## config.mk

```make
export PLATFORM = sky130hd
export DESIGN_NAME = inference_sequencer_flat
export DESIGN_NICKNAME = d
export VERILOG_FILES = /design/src/rtl/inference_sequencer_if.sv /design/src/rtl/inference_sequencer.sv /design/src/flat_wrapper.sv
export SDC_FILE = /design/constraint.sdc
export NUM_CORES = 1
export LEC_CHECK = 0
export CAP_MARGIN = 20
export CELL_PAD_IN_SITES_DETAIL_PLACEMENT = 0
export CELL_PAD_IN_SITES_GLOBAL_PLACEMENT = 1
export CORE_MARGIN = 2
export CORE_UTILIZATION = 51
export CTS_BUF_LIST = sky130_fd_sc_hd__clkbuf_2 sky130_fd_sc_hd__clkbuf_4 sky130_fd_sc_hd__clkbuf_8
export DETAILED_ROUTE_END_ITERATION = 10
export DONT_BUFFER_PORTS = 1
export PLACE_DENSITY_LB_ADDON = 0.2
export SETUP_SLACK_MARGIN = 0.5
export SYNTH_ARGS = -nofsm -noshare
export SYNTH_HDL_FRONTEND = slang
export SYNTH_SLANG_ARGS = --single-unit
```

## constraint.sdc

```tcl
create_clock -name sysClk -period 3.5 [get_ports sysClk]
set_clock_uncertainty 0.2 [all_clocks]
set_input_delay 0.525 -clock sysClk [delete_from_list [all_inputs] [get_ports sysClk]]
set_output_delay 0.525 -clock sysClk [all_outputs]
set_load 0.05 [all_outputs]
```

## src/rtl/inference_sequencer_if.sv

```systemverilog
// -----------------------------------------------------------------------------
// inference_sequencer_if
// Bus between the inference sequencer and the MAC / activation-buffer datapath.
//   MAC request : mac_start, mac_layer, mac_neuron, mac_in_len (sequencer -> MAC)
//   MAC response: mac_done, mac_result, mac_ovf                (MAC -> sequencer)
//   Buffer write: wr_en, wr_layer, wr_addr, wr_data            (sequencer -> buffer)
// Modports: master = sequencer side, slave = datapath side.
// -----------------------------------------------------------------------------
interface inference_sequencer_if #(
  parameter int ACC_W = 32
);
  logic                    mac_start;
  logic [1:0]              mac_layer;
  logic [9:0]              mac_neuron;
  logic [10:0]             mac_in_len;
  logic                    mac_done;
  logic signed [ACC_W-1:0] mac_result;
  logic                    mac_ovf;
  logic                    wr_en;
  logic [1:0]              wr_layer;
  logic [9:0]              wr_addr;
  logic signed [ACC_W-1:0] wr_data;

  modport master (
    output mac_start, mac_layer, mac_neuron, mac_in_len,
    output wr_en, wr_layer, wr_addr, wr_data,
    input  mac_done, mac_result, mac_ovf
  );

  modport slave (
    input  mac_start, mac_layer, mac_neuron, mac_in_len,
    input  wr_en, wr_layer, wr_addr, wr_data,
    output mac_done, mac_result, mac_ovf
  );
endinterface

```

## src/rtl/inference_sequencer.sv

```systemverilog
// -----------------------------------------------------------------------------
// inference_sequencer
// Walks one shared MAC engine across the three fully-connected layers of the
// digit-recognition network, one output neuron at a time. Hidden-layer results
// are ReLU'd and written back to the activation buffer; the final layer is
// reduced to a running argmax that becomes the recognised digit.
//
// Ports:
//   sysClk      in   clock
//   iRst_n      in   synchronous active-low reset
//   start_i     in   one-cycle pulse, begins an inference (IDLE/DONE only)
//   bus         master modport of inference_sequencer_if (MAC + buffer write)
//   busy_o      out  inference in progress
//   num_out_o   out  recognised digit 0..9, 4'hF after a MAC timeout
//   overflow_o  out  sticky MAC saturation / timeout flag, cleared by start
//   done_o      out  high while in DONE, cleared by start
// -----------------------------------------------------------------------------
module inference_sequencer #(
  parameter int OUT0    = 64,
  parameter int OUT1    = 32,
  parameter int OUT2    = 10,
  parameter int ACC_W   = 32,
  parameter int TIMEOUT = 4096
) (
  input  logic                 sysClk,
  input  logic                 iRst_n,
  input  logic                 start_i,
  inference_sequencer_if.master bus,
  output logic                 busy_o,
  output logic [3:0]           num_out_o,
  output logic                 overflow_o,
  output logic                 done_o
);

  localparam int WCNT_W = $clog2(TIMEOUT + 1);
  localparam logic [WCNT_W-1:0] WCNT_LAST = WCNT_W'(TIMEOUT - 1);
  localparam logic signed [ACC_W-1:0] ACC_MIN = {1'b1, {(ACC_W-1){1'b0}}};

  typedef enum logic [2:0] {IDLE, ISSUE, WAIT, WRITE, NEXT, DONE} state_t;

  state_t                  state_q,    state_d;
  logic [1:0]              layer_q,    layer_d;
  logic [9:0]              neuron_q,   neuron_d;
  logic [WCNT_W-1:0]       wcnt_q,     wcnt_d;
  logic                    ovf_q,      ovf_d;
  logic [3:0]              num_q,      num_d;
  logic [3:0]              best_idx_q, best_idx_d;
  logic signed [ACC_W-1:0] best_val_q, best_val_d;
  logic signed [ACC_W-1:0] result_q,   result_d;

  function automatic logic [9:0] last_neuron(input logic [1:0] l);
    case (l)
      2'd0:    return 10'(OUT0 - 1);
      2'd1:    return 10'(OUT1 - 1);
      default: return 10'(OUT2 - 1);
    endcase
  endfunction

  function automatic logic signed [ACC_W-1:0] relu(input logic signed [ACC_W-1:0] x);
    return x[ACC_W-1] ? '0 : x;
  endfunction

  // State register: control state is reset, datapath values are not
  always_ff @(posedge sysClk) begin
    if (!iRst_n) begin
      state_q    <= IDLE;
      layer_q    <= '0;
      neuron_q   <= '0;
      wcnt_q     <= '0;
      ovf_q      <= 1'b0;
      num_q      <= '0;
      best_idx_q <= '0;
    end else begin
      state_q    <= state_d;
      layer_q    <= layer_d;
      neuron_q   <= neuron_d;
      wcnt_q     <= wcnt_d;
      ovf_q      <= ovf_d;
      num_q      <= num_d;
      best_idx_q <= best_idx_d;
    end
  end

  always_ff @(posedge sysClk) begin
    best_val_q <= best_val_d;
    result_q   <= result_d;
  end

  // Next-state logic
  always_comb begin
    state_d    = state_q;
    layer_d    = layer_q;
    neuron_d   = neuron_q;
    wcnt_d     = wcnt_q;
    ovf_d      = ovf_q;
    num_d      = num_q;
    best_idx_d = best_idx_q;
    best_val_d = best_val_q;
    result_d   = result_q;
    case (state_q)
      IDLE, DONE: begin
        if (start_i) begin
          layer_d    = '0;
          neuron_d   = '0;
          ovf_d      = 1'b0;
          num_d      = '0;
          best_val_d = ACC_MIN;
          best_idx_d = '0;
          state_d    = ISSUE;
        end
      end
      ISSUE: begin
        wcnt_d  = '0;
        state_d = WAIT;
      end
      WAIT: begin
        if (bus.mac_done) begin
          result_d = bus.mac_result;
          ovf_d    = ovf_q | bus.mac_ovf;
          state_d  = WRITE;
        end else if (wcnt_q == WCNT_LAST) begin
          // MAC never answered: abort the whole inference
          ovf_d   = 1'b1;
          num_d   = 4'hF;
          state_d = DONE;
        end else begin
          wcnt_d = wcnt_q + 1'b1;
        end
      end
      WRITE: begin
        // Strict compare so ties keep the lower neuron index
        if (layer_q == 2'd2 && result_q > best_val_q) begin
          best_val_d = result_q;
          best_idx_d = neuron_q[3:0];
        end
        state_d = NEXT;
      end
      NEXT: begin
        if (neuron_q == last_neuron(layer_q)) begin
          if (layer_q == 2'd2) begin
            num_d   = best_idx_q;
            state_d = DONE;
          end else begin
            layer_d  = layer_q + 2'd1;
            neuron_d = '0;
            state_d  = ISSUE;
          end
        end else begin
          neuron_d = neuron_q + 10'd1;
          state_d  = ISSUE;
        end
      end
      default: state_d = IDLE;
    endcase
  end

  // Output logic
  always_comb begin
    bus.mac_start  = (state_q == ISSUE);
    bus.mac_layer  = layer_q;
    bus.mac_neuron = neuron_q;
    case (layer_q)
      2'd0:    bus.mac_in_len = 11'd1024;
      2'd1:    bus.mac_in_len = 11'(OUT0);
      default: bus.mac_in_len = 11'(OUT1);
    endcase
    bus.wr_en    = (state_q == WRITE) && (layer_q != 2'd2);
    bus.wr_layer = layer_q;
    bus.wr_addr  = neuron_q;
    bus.wr_data  = bus.wr_en ? relu(result_q) : '0;
    busy_o       = (state_q != IDLE) && (state_q != DONE);
    done_o       = (state_q == DONE);
    num_out_o    = num_q;
    overflow_o   = ovf_q;
  end

endmodule

```

## src/flat_wrapper.sv

```systemverilog
// flat-port wrapper written by rule: the top's interface ports become plain ports
module inference_sequencer_flat 
#(
  parameter int OUT0    = 64,
  parameter int OUT1    = 32,
  parameter int OUT2    = 10,
  parameter int ACC_W   = 32,
  parameter int TIMEOUT = 4096
)
  (sysClk, iRst_n, start_i, busy_o, num_out_o, overflow_o, done_o, bus_mac_start, bus_mac_layer, bus_mac_neuron, bus_mac_in_len, bus_wr_en, bus_wr_layer, bus_wr_addr, bus_wr_data, bus_mac_done, bus_mac_result, bus_mac_ovf);
  inference_sequencer_if #(.ACC_W(ACC_W)) bus_i ();
  input  logic sysClk;
  input  logic iRst_n;
  input  logic start_i;
  output logic busy_o;
  output logic [3:0] num_out_o;
  output logic overflow_o;
  output logic done_o;
  output wire logic [$bits(bus_i.mac_start)-1:0] bus_mac_start;
  output wire logic [$bits(bus_i.mac_layer)-1:0] bus_mac_layer;
  output wire logic [$bits(bus_i.mac_neuron)-1:0] bus_mac_neuron;
  output wire logic [$bits(bus_i.mac_in_len)-1:0] bus_mac_in_len;
  output wire logic [$bits(bus_i.wr_en)-1:0] bus_wr_en;
  output wire logic [$bits(bus_i.wr_layer)-1:0] bus_wr_layer;
  output wire logic [$bits(bus_i.wr_addr)-1:0] bus_wr_addr;
  output wire logic [$bits(bus_i.wr_data)-1:0] bus_wr_data;
  input wire logic [$bits(bus_i.mac_done)-1:0] bus_mac_done;
  input wire logic [$bits(bus_i.mac_result)-1:0] bus_mac_result;
  input wire logic [$bits(bus_i.mac_ovf)-1:0] bus_mac_ovf;
  assign bus_mac_start = bus_i.mac_start;
  assign bus_mac_layer = bus_i.mac_layer;
  assign bus_mac_neuron = bus_i.mac_neuron;
  assign bus_mac_in_len = bus_i.mac_in_len;
  assign bus_wr_en = bus_i.wr_en;
  assign bus_wr_layer = bus_i.wr_layer;
  assign bus_wr_addr = bus_i.wr_addr;
  assign bus_wr_data = bus_i.wr_data;
  assign bus_i.mac_done = bus_mac_done;
  assign bus_i.mac_result = bus_mac_result;
  assign bus_i.mac_ovf = bus_mac_ovf;
  inference_sequencer #(.OUT0(OUT0), .OUT1(OUT1), .OUT2(OUT2), .ACC_W(ACC_W), .TIMEOUT(TIMEOUT)) u_core (.sysClk(sysClk), .iRst_n(iRst_n), .start_i(start_i), .bus(bus_i), .busy_o(busy_o), .num_out_o(num_out_o), .overflow_o(overflow_o), .done_o(done_o));
endmodule
```

After elaboration in Yosys (flattened, before gate mapping)
Index checks and enable logic that the tools add are counted.
{"block": "classes", "mux": 37, "add_sub_neg": 3, "n_bitwise": 1, "order_cmp": 1, "n_reduce_logical": 20, "eq_ne": 21}
{"operator": "$mux 32", "n": 3}
{"operator": "$pmux 32 s2", "n": 1}
{"operator": "$mux 10", "n": 4}
{"operator": "$gt 32x32->1", "n": 1}
{"operator": "$mux 31", "n": 1}
{"operator": "$mux 13", "n": 2}
{"operator": "$pmux 13 s2", "n": 1}
{"operator": "$mux 4", "n": 6}
{"operator": "$pmux 11 s2", "n": 1}
{"operator": "$pmux 10 s2", "n": 1}
{"operator": "$mux 3", "n": 5}
{"operator": "$pmux 3 s5", "n": 1}
{"operator": "$add 13x1->13 const B", "n": 1}
{"operator": "$eq 13x12->1 const B", "n": 1}
{"operator": "$pmux 4 s3", "n": 1}
{"operator": "$pmux 6 s2", "n": 1}
{"operator": "$reduce_and 3->1", "n": 4}
{"operator": "$add 10x1->10 const B", "n": 1}
{"operator": "$eq 10x10->1", "n": 1}
{"operator": "$ne 2x2->1 const B", "n": 5}
{"operator": "$ne 2x1->1 const B", "n": 4}
{"operator": "$pmux 4 s2", "n": 1}
{"operator": "$reduce_bool 2->1", "n": 4}
{"operator": "$eq 3x2->1 const B", "n": 2}
{"operator": "20 further kinds", "n": 30}
{"block": "totals", "ff_bits": 101, "word_cells": 92, "inputBits": 37, "out_inout_bits": 76}

Longest topological paths before layout
Gate-level depths: netlist of the first run.
{"block": "depth", "depth_word": 6, "ltp_mapped": 9, "depth_no_buf": 9}

Least setup slack after synthesis of the first run
Ideal clock, no wire load.
{"block": "synth_timing", "kind": "flip-flop to output port", "start": "reg u_core.layer_q[0] (netlist: u_core.bus.mac_layer[0])", "end": "out bus_wr_en", "path_buffers": 0, "slack_ns": 0.181, "stages_incl_launch_ff": 4, "arrival_ns": 2.594, "cell_sequence": "dfxtp_1 -> inv_1 -> ha_1 -> nor4_1"}
{"block": "synth_via", "elab_chain_len": 2}
{"item": "from (decl)", "line_no": "inference_sequencer.sv:42", "source": "logic [1:0] layer_q, layer_d;"}
{"item": "from (signal assigned)", "line_no": "inference_sequencer.sv:75", "source": "layer_q <= layer_d;"}
{"item": "$ne 2x2->1", "line_no": "inference_sequencer.sv:167", "source": "bus.wr_en = (state_q == WRITE) && (layer_q != 2'd2);"}
{"item": "$logic_and 1x1->1", "line_no": "inference_sequencer.sv:167"}
{"item": "to (decl)", "line_no": "flat_wrapper.sv:23", "source": "output wire logic [$bits(bus_i.wr_en)-1:0] bus_wr_en;"}
Every way passes these cells.

Final worst setup path of the first run
{"block": "layout_timing", "start": "reg u_core.result_q[31]", "end": "reg u_core.best_val_q[14] (enable)"}
{"block": "layout_via", "elab_chain_len": 4}
{"item": "from (decl)", "line_no": "inference_sequencer.sv:49", "source": "logic signed [ACC_W-1:0] result_q, result_d;"}
{"item": "from (signal assigned)", "line_no": "inference_sequencer.sv:86", "source": "result_q <= result_d;"}
{"item": "$gt 32x32->1", "line_no": "inference_sequencer.sv:132", "source": "if (layer_q == 2'd2 && result_q > best_val_q) begin"}
{"item": "$logic_and 1x1->1", "line_no": "inference_sequencer.sv:132"}
{"item": "$ne 2x1->1 (no source line)"}
{"item": "$reduce_and 3->1 (no source line)"}
{"item": "to (signal assigned)", "line_no": "inference_sequencer.sv:85", "source": "best_val_q <= best_val_d;"}
{"item": "to (decl)", "line_no": "inference_sequencer.sv:48", "source": "logic signed [ACC_W-1:0] best_val_q, best_val_d;"}
Every way passes these cells.
A chain may end at the register's enable or synchronous reset.

==> results of run 1 <==
-- power groups by stage --
stage	sequential (uW)	clock, uW	combinational [uW]
2_1_floorplan	1650	0	917
3_3_place_gp	1680	0	1100
3_5_place_dp	1680	0	1120
4_1_cts	1650	869	1150
5_1_grt	1680	905	1310
6_report	1660	847	1180
-- timing repair --
action	CTS	global route
setup endpoints to repair	63	75
pin swaps	0	2
buffers inserted	0	1
resized for setup	6	9
cloned	1	3
-- state kept, by name, indices dropped and copies added (netlist names) --
name                   count
u_core.best_val_q         32
u_core.bus.mac_layer       2
u_core.result_q           32
u_core.overflow_o          1
u_core.wcnt_q             13
u_core.best_idx_q          4
u_core.num_out_o           4
u_core.state_q             3
u_core.bus.mac_neuron     10
-- cell usage after synthesis, types with 5 or more instances --
cell type,instances,area share (%)
edfxtp_1,64,36
and3_1,39,4.6
inv_1,39,2.8
ha_1,38,9.0
dfxtp_1,37,14
and2_1,34,4.0
nor2_1,33,2.3
nand2_1,25,1.8
buf_4,22,3.1
a21oi_1,18,1.7
nand4_1,16,1.9
xor2_1,14,2.3
clkbuf_1,12,0.85
o21ai_0,9,0.85
nand3_1,6,0.57
xnor2_1,6,1.0
a21o_1,5,0.71
-- area by class of cell --
| type | instances | share of cell area, % |
|---|---|---|
| Antenna cell | 1 | 0.0422 |
| Timing Repair Buffer | 49 | 6.27 |
| Clock buffer | 10 | 2.32 |
| Tap cell | 136 | 2.87 |
| Sequential cell | 101 | 45.0 |
| Multi-Input combinational cell | 324 | 39.5 |
| Clock inverter | 6 | 1.58 |
| Inverter | 39 | 2.47 |
-- metal layers --
layer	track usage [%]	vias to the layer above
li1	-	1783
met2	31.9	97
met3	7.24	10
met4	6.02	0
met5	0	-
met1	25.2	1705
-- critical path: stages, from the launching register on --
cell      delay, ns
edfxtp_1       0.54
ha_1           0.41
nand4_1        0.18
nor4_2         0.40
o31ai_1        0.14
a21oi_1        0.19
and2_2         0.28
or2_4          0.24
-- cells by family after synthesis --
| logic type | share of synthesized area (%) |
|---|---|
| AO/OA/AOI/OAI | 8.57 |
| multiplexers | 0.380 |
| buffers and inverters | 7.38 |
| other | 0.0711 |
| XOR/XNOR | 3.32 |
| AND/OR/NAND/NOR | 20.8 |
| adder cells (fa/ha/maj) | 9.02 |
| flip-flops | 50.5 |
-- worst max-delay path by stage --
| stage | to | slack [ns] | depth (start not counted) |
|---|---|---|---|
| 2_1_floorplan | u_core.bus.mac_neuron[4] | 0.66 | 9 |
| 3_3_place_gp | u_core.best_val_q[12] | 0.27 | 7 |
| 3_5_place_dp | u_core.best_val_q[13] | 0.17 | 7 |
| 4_1_cts | bus_wr_data[1] | 0.50 | 5 |
| 5_1_grt | u_core.best_val_q[13] | 0.44 | 8 |
| 6_report | u_core.best_val_q[14] | 0.61 | 7 |
-- through the flow --
step	cell area (um2)	setup slack (ns)
2_1_floorplan	5310	0.656
5_1_grt	5930	0.439
4_1_cts	5870	0.503
3_3_place_gp	5610	0.268
3_5_place_dp	5610	0.174
6_report	5930	0.606
==> flow_metrics.env, run 1 <==
export IMPL_crit_path_end_kind="flop"
export IMPL_grt_pass1_wl_um=17500
export IMPL_wl_per_cell_um=16.6
export IMPL_wl_met2_um=5340
export IMPL_p_int_uw=2310
export IMPL_dp_hpwl_um=7280
export IMPL_p_per_area_nw_per_um2=621
export IMPL_tns_ns=0
export IMPL_routabilityCongestion=0.767
export IMPL_grt_max_degree=63
export IMPL_htreeDepth=3
export IMPL_cts_sinks=101
export IMPL_dp_cells=644
export IMPL_clock_tree_root_cell="clkbuf_8"
export IMPL_first_pass_iters=4
export IMPL_drive_gt1_share_pct=18.9
export IMPL_worstPathArrival_ns=2.77
export IMPL_hp_start="bus_mac_result[12]"
export IMPL_cp_max_fo=8
export IMPL_power_total_uw=3680
export IMPL_power_leakage_uw=0.00248
export IMPL_synth_area_um2=5270
export IMPL_comb_power_share_pct=32.0
export IMPL_wl_met1_um=4910
export IMPL_grt_overflow=0
export IMPL_switching_share_pct=37.3
export IMPL_holdCritPathClass="in -> reg"
export IMPL_setup_violations_final=0
export IMPL_r2r_setup_slack_ns=0.61
export IMPL_outcome="finished, final reports clean"
export IMPL_finalWirelength_um=11100
export IMPL_n_fill_cell=890
export IMPL_regArea_um2=2670
export IMPL_period_needed_ns=2.89
export IMPL_holdPathEnd="u_core.result_q[12]"
export IMPL_period_share_pct=82.7
export IMPL_drcViolationCount=0
export IMPL_hold_violations=0
export IMPL_track_usage_pct=19.9
export IMPL_power_frac_seq_pct=45.0
export IMPL_synth_distinct_cells=60
export IMPL_core_area_um2=10200
export IMPL_pin_count=113
export IMPL_postRouteAntennaNets=0
export IMPL_rows=37
export IMPL_yosysSeqAreaShare_pct=50.5
export IMPL_layout_cells_most_common="edfxtp_1"
export IMPL_p_switching_uw=1370
export IMPL_die_area_um2=11200
export IMPL_postCtsHoldBufs=0
export IMPL_stdcell_count=666
export IMPL_syn_inst=490
export IMPL_ys_seq_elements=101
export IMPL_first_global_vias=3464
export IMPL_async_flop_share_pct=0
export IMPL_power_frac_clock_pct=23.0
export IMPL_relSlewSlack_pct=40.9
export IMPL_rsz0062_at_grt="true"
export IMPL_route_met3_wl_um=707
export IMPL_clk_latency_ns=0.38
export IMPL_top_layer="met4"
export IMPL_synth_edf_count=64
export IMPL_first_iter_violations=179
export IMPL_cts_buffer_depth=2
export IMPL_cts_tree="yes"
export IMPL_reg2reg_from="u_core.result_q[31]"
export IMPL_ys_flop_type="edfxtp_1"
export IMPL_postLayoutCoreUtil_pct=58.2
export IMPL_vias=3595
export IMPL_mostFrequentLayoutCells="edfxtp_1, buf_4, inv_1"
export IMPL_antenna_found_initial=1
export IMPL_syn_avg_cell_area_um2=10.8
export IMPL_drv_cap=0
export IMPL_cts_made_buffers=9
export IMPL_fmax_mhz=346
export IMPL_vias_per_cell=5.40
export IMPL_crit_path_start="u_core.result_q[31]"
export IMPL_portBuffers=0
export IMPL_critical_path_class="reg -> reg"
export IMPL_area_growth_syn_to_layout_pct=12.4
export IMPL_start_util_pct=51.8
export IMPL_finalMaxSlewViolations=0
export IMPL_die_w_um=106
export IMPL_critical_path_required_ns=3.38
export IMPL_r2r_end="u_core.best_val_q[14]"
export IMPL_nets=599
export IMPL_cp_start_kind="flop"
export IMPL_ir_worst_vdd_mv=0.375
export IMPL_path_clk_slew_ns=0.10
export IMPL_worst_slew_pin_slew_ns=0.879
export IMPL_fin_hold_ws_ns=0.0334
export IMPL_multi_input_area_um2=2340
export IMPL_min_path_cells=0
export IMPL_yosysWarnings=0
export IMPL_r2r_cells=7
export IMPL_die_h_um=106
Note: power is estimated with default switching activity, not from simulation.
==> run 2, diff against run 1 <==
==> constraint.sdc (replaced) <==
create_clock -name sysClk -period 3 [get_ports sysClk]
set_clock_uncertainty 0.2 [all_clocks]
set_input_delay 0.45 -clock sysClk [delete_from_list [all_inputs] [get_ports sysClk]]
set_output_delay 0.45 -clock sysClk [all_outputs]
set_load 0.05 [all_outputs]
==> flow_metrics.env, run 2 (synthesized netlist as in run 1, its figures left out) <==
export IMPL_outcome="finished, final reports clean"
export IMPL_drv_cap=0
export IMPL_worst_slew_pin_slew_ns=0.566
export IMPL_grt_max_degree=33
export IMPL_cp_top_family="simple AND/OR/NAND/NOR gates"
export IMPL_track_usage_pct=23.6
export IMPL_worstPathArrival_ns=2.69
export IMPL_grt_pass1_wl_um=20400
export IMPL_area_growth_syn_to_layout_pct=41.3
export IMPL_first_pass_iters=4
export IMPL_power_leakage_uw=0.00289
export IMPL_wl_per_cell_um=18.5
export IMPL_period_needed_ns=2.79
export IMPL_die_area_um2=11200
export IMPL_relSlewSlack_pct=62.1
export IMPL_core_area_um2=10200
export IMPL_nets=669
export IMPL_path_buf_inv=2
export IMPL_vias=4065
export IMPL_fmax_mhz=359
export IMPL_cp_max_fo=16
export IMPL_drive_gt1_share_pct=31.1
export IMPL_period_share_pct=92.8
export IMPL_pin_count=113
export IMPL_crit_chain="ha_4, nand4_1, nor4_1, buf_4, o31ai_2, a21oi_2, and2_4, or2_4, buf_16"
export IMPL_hold_violations=0
export IMPL_antenna_cells=0
export IMPL_critical_path_required_ns=2.91
export IMPL_holdCritPathClass="in -> reg"
export IMPL_n_fill_cell=687
export IMPL_path_clk_slew_ns=0.11
export IMPL_slowest_stage="edfxtp_1"
export IMPL_ir_worst_vdd_mv=0.438
export IMPL_min_path_cells=2
export IMPL_place_area_um2=6100
export IMPL_mostFrequentLayoutCells="edfxtp_1, buf_4, inv_1"
export IMPL_cts_buffer_depth=2
export IMPL_finalWirelength_um=13600
export IMPL_p_per_area_nw_per_um2=628
export IMPL_clock_tree_root_cell="clkbuf_8"
export IMPL_vias_per_cell=5.53
export IMPL_dp_cells=652
export IMPL_grt_overflow=0
export IMPL_first_iter_violations=143
export IMPL_cts_sinks=101
export IMPL_power_total_uw=4680
export IMPL_crit_path_end_kind="flop"
export IMPL_stdcell_count=735
export IMPL_cp_start_kind="flop"
export IMPL_drcViolationCount=0
export IMPL_routabilityCongestion=0.767
export IMPL_path_depth=9
export IMPL_cpPeakStageDelay_ns=0.49
export IMPL_cts_made_buffers=9
export IMPL_cts_tree="yes"
export IMPL_antenna_found_initial=0
export IMPL_dp_hpwl_um=7670
export IMPL_fin_hold_ws_ns=0.0355
export IMPL_setup_violations_final=0
export IMPL_critical_path_class="reg -> reg"
export IMPL_layout_cells_most_common="edfxtp_1"
export IMPL_first_global_vias=4025
export IMPL_htreeDepth=3
export IMPL_start_util_pct=51.8
export IMPL_portBuffers=0
export IMPL_r2r_cells=9
export IMPL_rsz0062_at_grt="true"
export IMPL_postRouteAntennaNets=0
export IMPL_finalMaxSlewViolations=0
export IMPL_die_w_um=106
export IMPL_stdcell_area_um2=7450
export IMPL_rows=37
export IMPL_clk_latency_ns=0.39
export IMPL_reg_top3="u_core.best_val_q (32), u_core.result_q (32), u_core.wcnt_q (13)"
export IMPL_tns_ns=0
export IMPL_die_h_um=106
-- run 2: per-layer routing --
layer  part of all wire, %  global-route usage [%]  vias up
li1                      -                       -     1923
met1                    41                    28.7     1993
met3                   5.5                    7.17       20
met4                   1.9                    6.39        0
met2                    52                    40.7      129
met5                     0                       0        -
-- run 2: repair_timing --
item / CTS / global route
gates cloned: 6 / 1
pin swaps: 9 / 29
hold buffers: 34 / 1
endpoints found under the setup margin: 63 / 84
buffers inserted: 15 / 10
endpoints found under the hold margin: 44 / 1
resized for setup: 55 / 26
-- run 2: final cells by class --
cell class	instances	area, um2	share of cell area [%]
clock buffers	9	124	1.66
well taps	136	170	2.28
multi-input cells	320	2680	35.9
inverters	39	150	2.02
clock inverters	7	65.1	0.873
repair buffers	123	1590	21.3
flip-flops and latches	101	2670	35.9
-- run 2: worst register-to-register path: cells and delay by family (launching register included) --
kind                     cells  cell delay (ns)
buffers and inverters        2             0.34
adder cells (fa/ha/maj)      1             0.34
AO/OA/AOI/OAI                2             0.25
flip-flops                   1             0.49
AND/OR/NAND/NOR              4             0.87
-- run 2: report_power, final --
group | internal, uW | switching, uW
Sequential | 1760 | 151
Combinational | 773 | 1140
Clock | 323 | 525
-- run 2: worst paths after layout --
check | endpoint | startpoint | slack [ns]
setup / recovery | u_core.best_val_q[26] | u_core.result_q[31] | 0.21
hold / removal | u_core.bus.mac_layer[1] | iRst_n | 0.04
setup reg to reg | u_core.best_val_q[26] | u_core.result_q[31] | 0.21
hold reg to reg | u_core.wcnt_q[12] | u_core.wcnt_q[12] | 0.26
-- run 2: stage by stage --
step | util (%) | setup slack [ns]
after floorplan | - | 0.491
after CTS | 70.0 | 0.305
final | 73.1 | 0.215
after global placement | 59.9 | 0.253
after global routing | 73.1 | 0.180
after detailed placement | 59.9 | 0.266
==> run 3, diff against run 2 <==
--- a/config.mk
+++ b/config.mk
@@ -15,6 +15,7 @@
 export DONT_BUFFER_PORTS = 1
 export PLACE_DENSITY_LB_ADDON = 0.2
 export SETUP_SLACK_MARGIN = 0.5
+export SKIP_CTS_REPAIR_TIMING = 1
 export SYNTH_ARGS = -nofsm -noshare
 export SYNTH_HDL_FRONTEND = slang
 export SYNTH_SLANG_ARGS = --single-unit
==> flow_metrics.env, run 3 (synthesized netlist as in run 1, its figures left out) <==
export IMPL_outcome="finished, final reports clean"
export IMPL_min_path_cells=2
export IMPL_clk_latency_ns=0.39
export IMPL_start_util_pct=51.8
export IMPL_ir_worst_vdd_mv=0.431
export IMPL_switching_share_pct=38.6
export IMPL_clock_tree_root_cell="clkbuf_8"
export IMPL_grt_max_degree=33
export IMPL_power_frac_seq_pct=43.7
export IMPL_rsz0062_at_grt="true"
export IMPL_p_int_uw=2710
export IMPL_reg_top3="u_core.best_val_q (32), u_core.result_q (32), u_core.wcnt_q (13)"
export IMPL_worstPathArrival_ns=2.68
export IMPL_grt_overflow=0
export IMPL_finalWirelength_um=11800
export IMPL_cp_start_kind="flop"
export IMPL_grt_use_met3_pct=7.30
export IMPL_wl_per_cell_um=16.6
export IMPL_n_fill_cell=780
export IMPL_routabilityCongestion=0.767
export IMPL_dp_hpwl_um=7670
export IMPL_finalMaxSlewViolations=0
export IMPL_worst_slack_ns=0.274
export IMPL_die_h_um=106
export IMPL_period_share_pct=90.9
export IMPL_fin_hold_ws_ns=0.0129
export IMPL_pre_cts_ws_ns=0.266
export IMPL_r2r_setup_slack_ns=0.27
export IMPL_period_needed_ns=2.73
export IMPL_track_usage_pct=20.8
export IMPL_critical_path_class="reg -> reg"
export IMPL_cpPeakStageDelay_ns=0.45
export IMPL_cp_top_family="compound AO/OA/AOI/OAI gates"
export IMPL_busiest_layer="met2"
export IMPL_rows=37
export IMPL_first_iter_violations=165
export IMPL_stdcell_count=712
export IMPL_tns_ns=0
export IMPL_crit_path_end_kind="flop"
export IMPL_vias=3827
export IMPL_pin_count=113
export IMPL_holdCritPathClass="in -> reg"
export IMPL_cts_made_buffers=9
export IMPL_worst_slew_pin_slew_ns=0.586
export IMPL_nets=646
export IMPL_htreeDepth=3
export IMPL_layout_cells_most_common="edfxtp_1"
export IMPL_slowest_stage="edfxtp_1"
export IMPL_path_buf_inv=1
export IMPL_first_global_vias=3670
export IMPL_relSlewSlack_pct=60.8
export IMPL_first_pass_iters=4
export IMPL_critical_path_required_ns=2.95
export IMPL_mostFrequentLayoutCells="edfxtp_1, inv_1, and3_1"
export IMPL_cts_buffer_depth=2
export IMPL_cts_sinks=101
export IMPL_regArea_um2=2670
export IMPL_antenna_cells=0
export IMPL_portBuffers=0
export IMPL_die_w_um=106
export IMPL_grt_pass1_wl_um=18200
export IMPL_area_growth_syn_to_layout_pct=30.4
export IMPL_use_met2_pct=34.8
export IMPL_comb_power_share_pct=37.2
export IMPL_core_area_um2=10200
export IMPL_postRouteAntennaNets=0
export IMPL_r2r_cells=9
export IMPL_crit_chain="ha_1, nor2b_1, o211ai_1, a2111oi_4, o31ai_2, a21oi_2, and2_4, or2_4, clkbuf_16"
export IMPL_cp_max_fo=8
export IMPL_drv_cap=0
export IMPL_setup_violations_final=0
export IMPL_drive_gt1_share_pct=21.5
export IMPL_power_frac_clock_pct=19.1
export IMPL_cts_tree="yes"
export IMPL_vias_per_cell=5.38
export IMPL_use_met1_pct=25.6
export IMPL_dp_cells=652
export IMPL_die_area_um2=11200
export IMPL_drcViolationCount=0
export IMPL_power_leakage_uw=0.00279
export IMPL_antenna_found_initial=0
export IMPL_multi_input_area_um2=2400
export IMPL_path_clk_slew_ns=0.11
export IMPL_p_per_area_nw_per_um2=642
export IMPL_path_depth=9
export IMPL_fmax_mhz=367
export IMPL_p_switching_uw=1700
export IMPL_hold_violations=0
[run 3: changes by cell type in the layout (fill, tap and decap cells not counted), sizes merged]
cell,delta
buf,-20
clkbuf,+1
bufbuf,-2
inv,+1
clkinvlp,-1
dlygate4sd3,-2
[run 3: stage by stage]
step	total power, uW	utilization (%)	cell area (um2)
floorplan	3020	-	5350
global route	4670	67.5	6880
finish	4410	67.5	6880
detailed placement	3380	59.9	6100
CTS	4220	61.8	6290
global placement	3340	59.9	6100
[run 3: path summary, 6_finish.rpt]
| kind | start | endpoint |
|---|---|---|
| worst min register to register | u_core.wcnt_q[12] | u_core.wcnt_q[12] |
| worst min-delay path | iRst_n | u_core.bus.mac_layer[1] |
| worst max-delay path | u_core.result_q[1] | u_core.best_val_q[18] |
| worst max register to register | u_core.result_q[1] | u_core.best_val_q[18] |
[run 3: power by group through the flow]
stage               combinational [uW]  sequential [uW]  clock, uW
global route                      1800             1960        915
CTS                               1440             1920        867
detailed placement                1430             1950          0
floorplan                         1090             1930          0
finish                            1640             1930        842
global placement                  1400             1940          0
[run 3: metal layers]
layer  part of all wire [%]  wire (um)  vias up
li1                       -          -     1875
met1                     43       5090     1844
met2                     50       5930      100
met3                    5.4        635        8
met4                    1.2        136        0
met5                      0          0        -
[run 3: cell type report]
cell class / instances / share of cell area, %
Timing Repair Buffer: 100 / 18.9
Tap cell: 136 / 2.47
Sequential cell: 101 / 38.9
Clock inverter: 7 / 0.946
Clock buffer: 9 / 1.80
Multi-Input combinational cell: 320 / 34.9
Inverter: 39 / 2.13
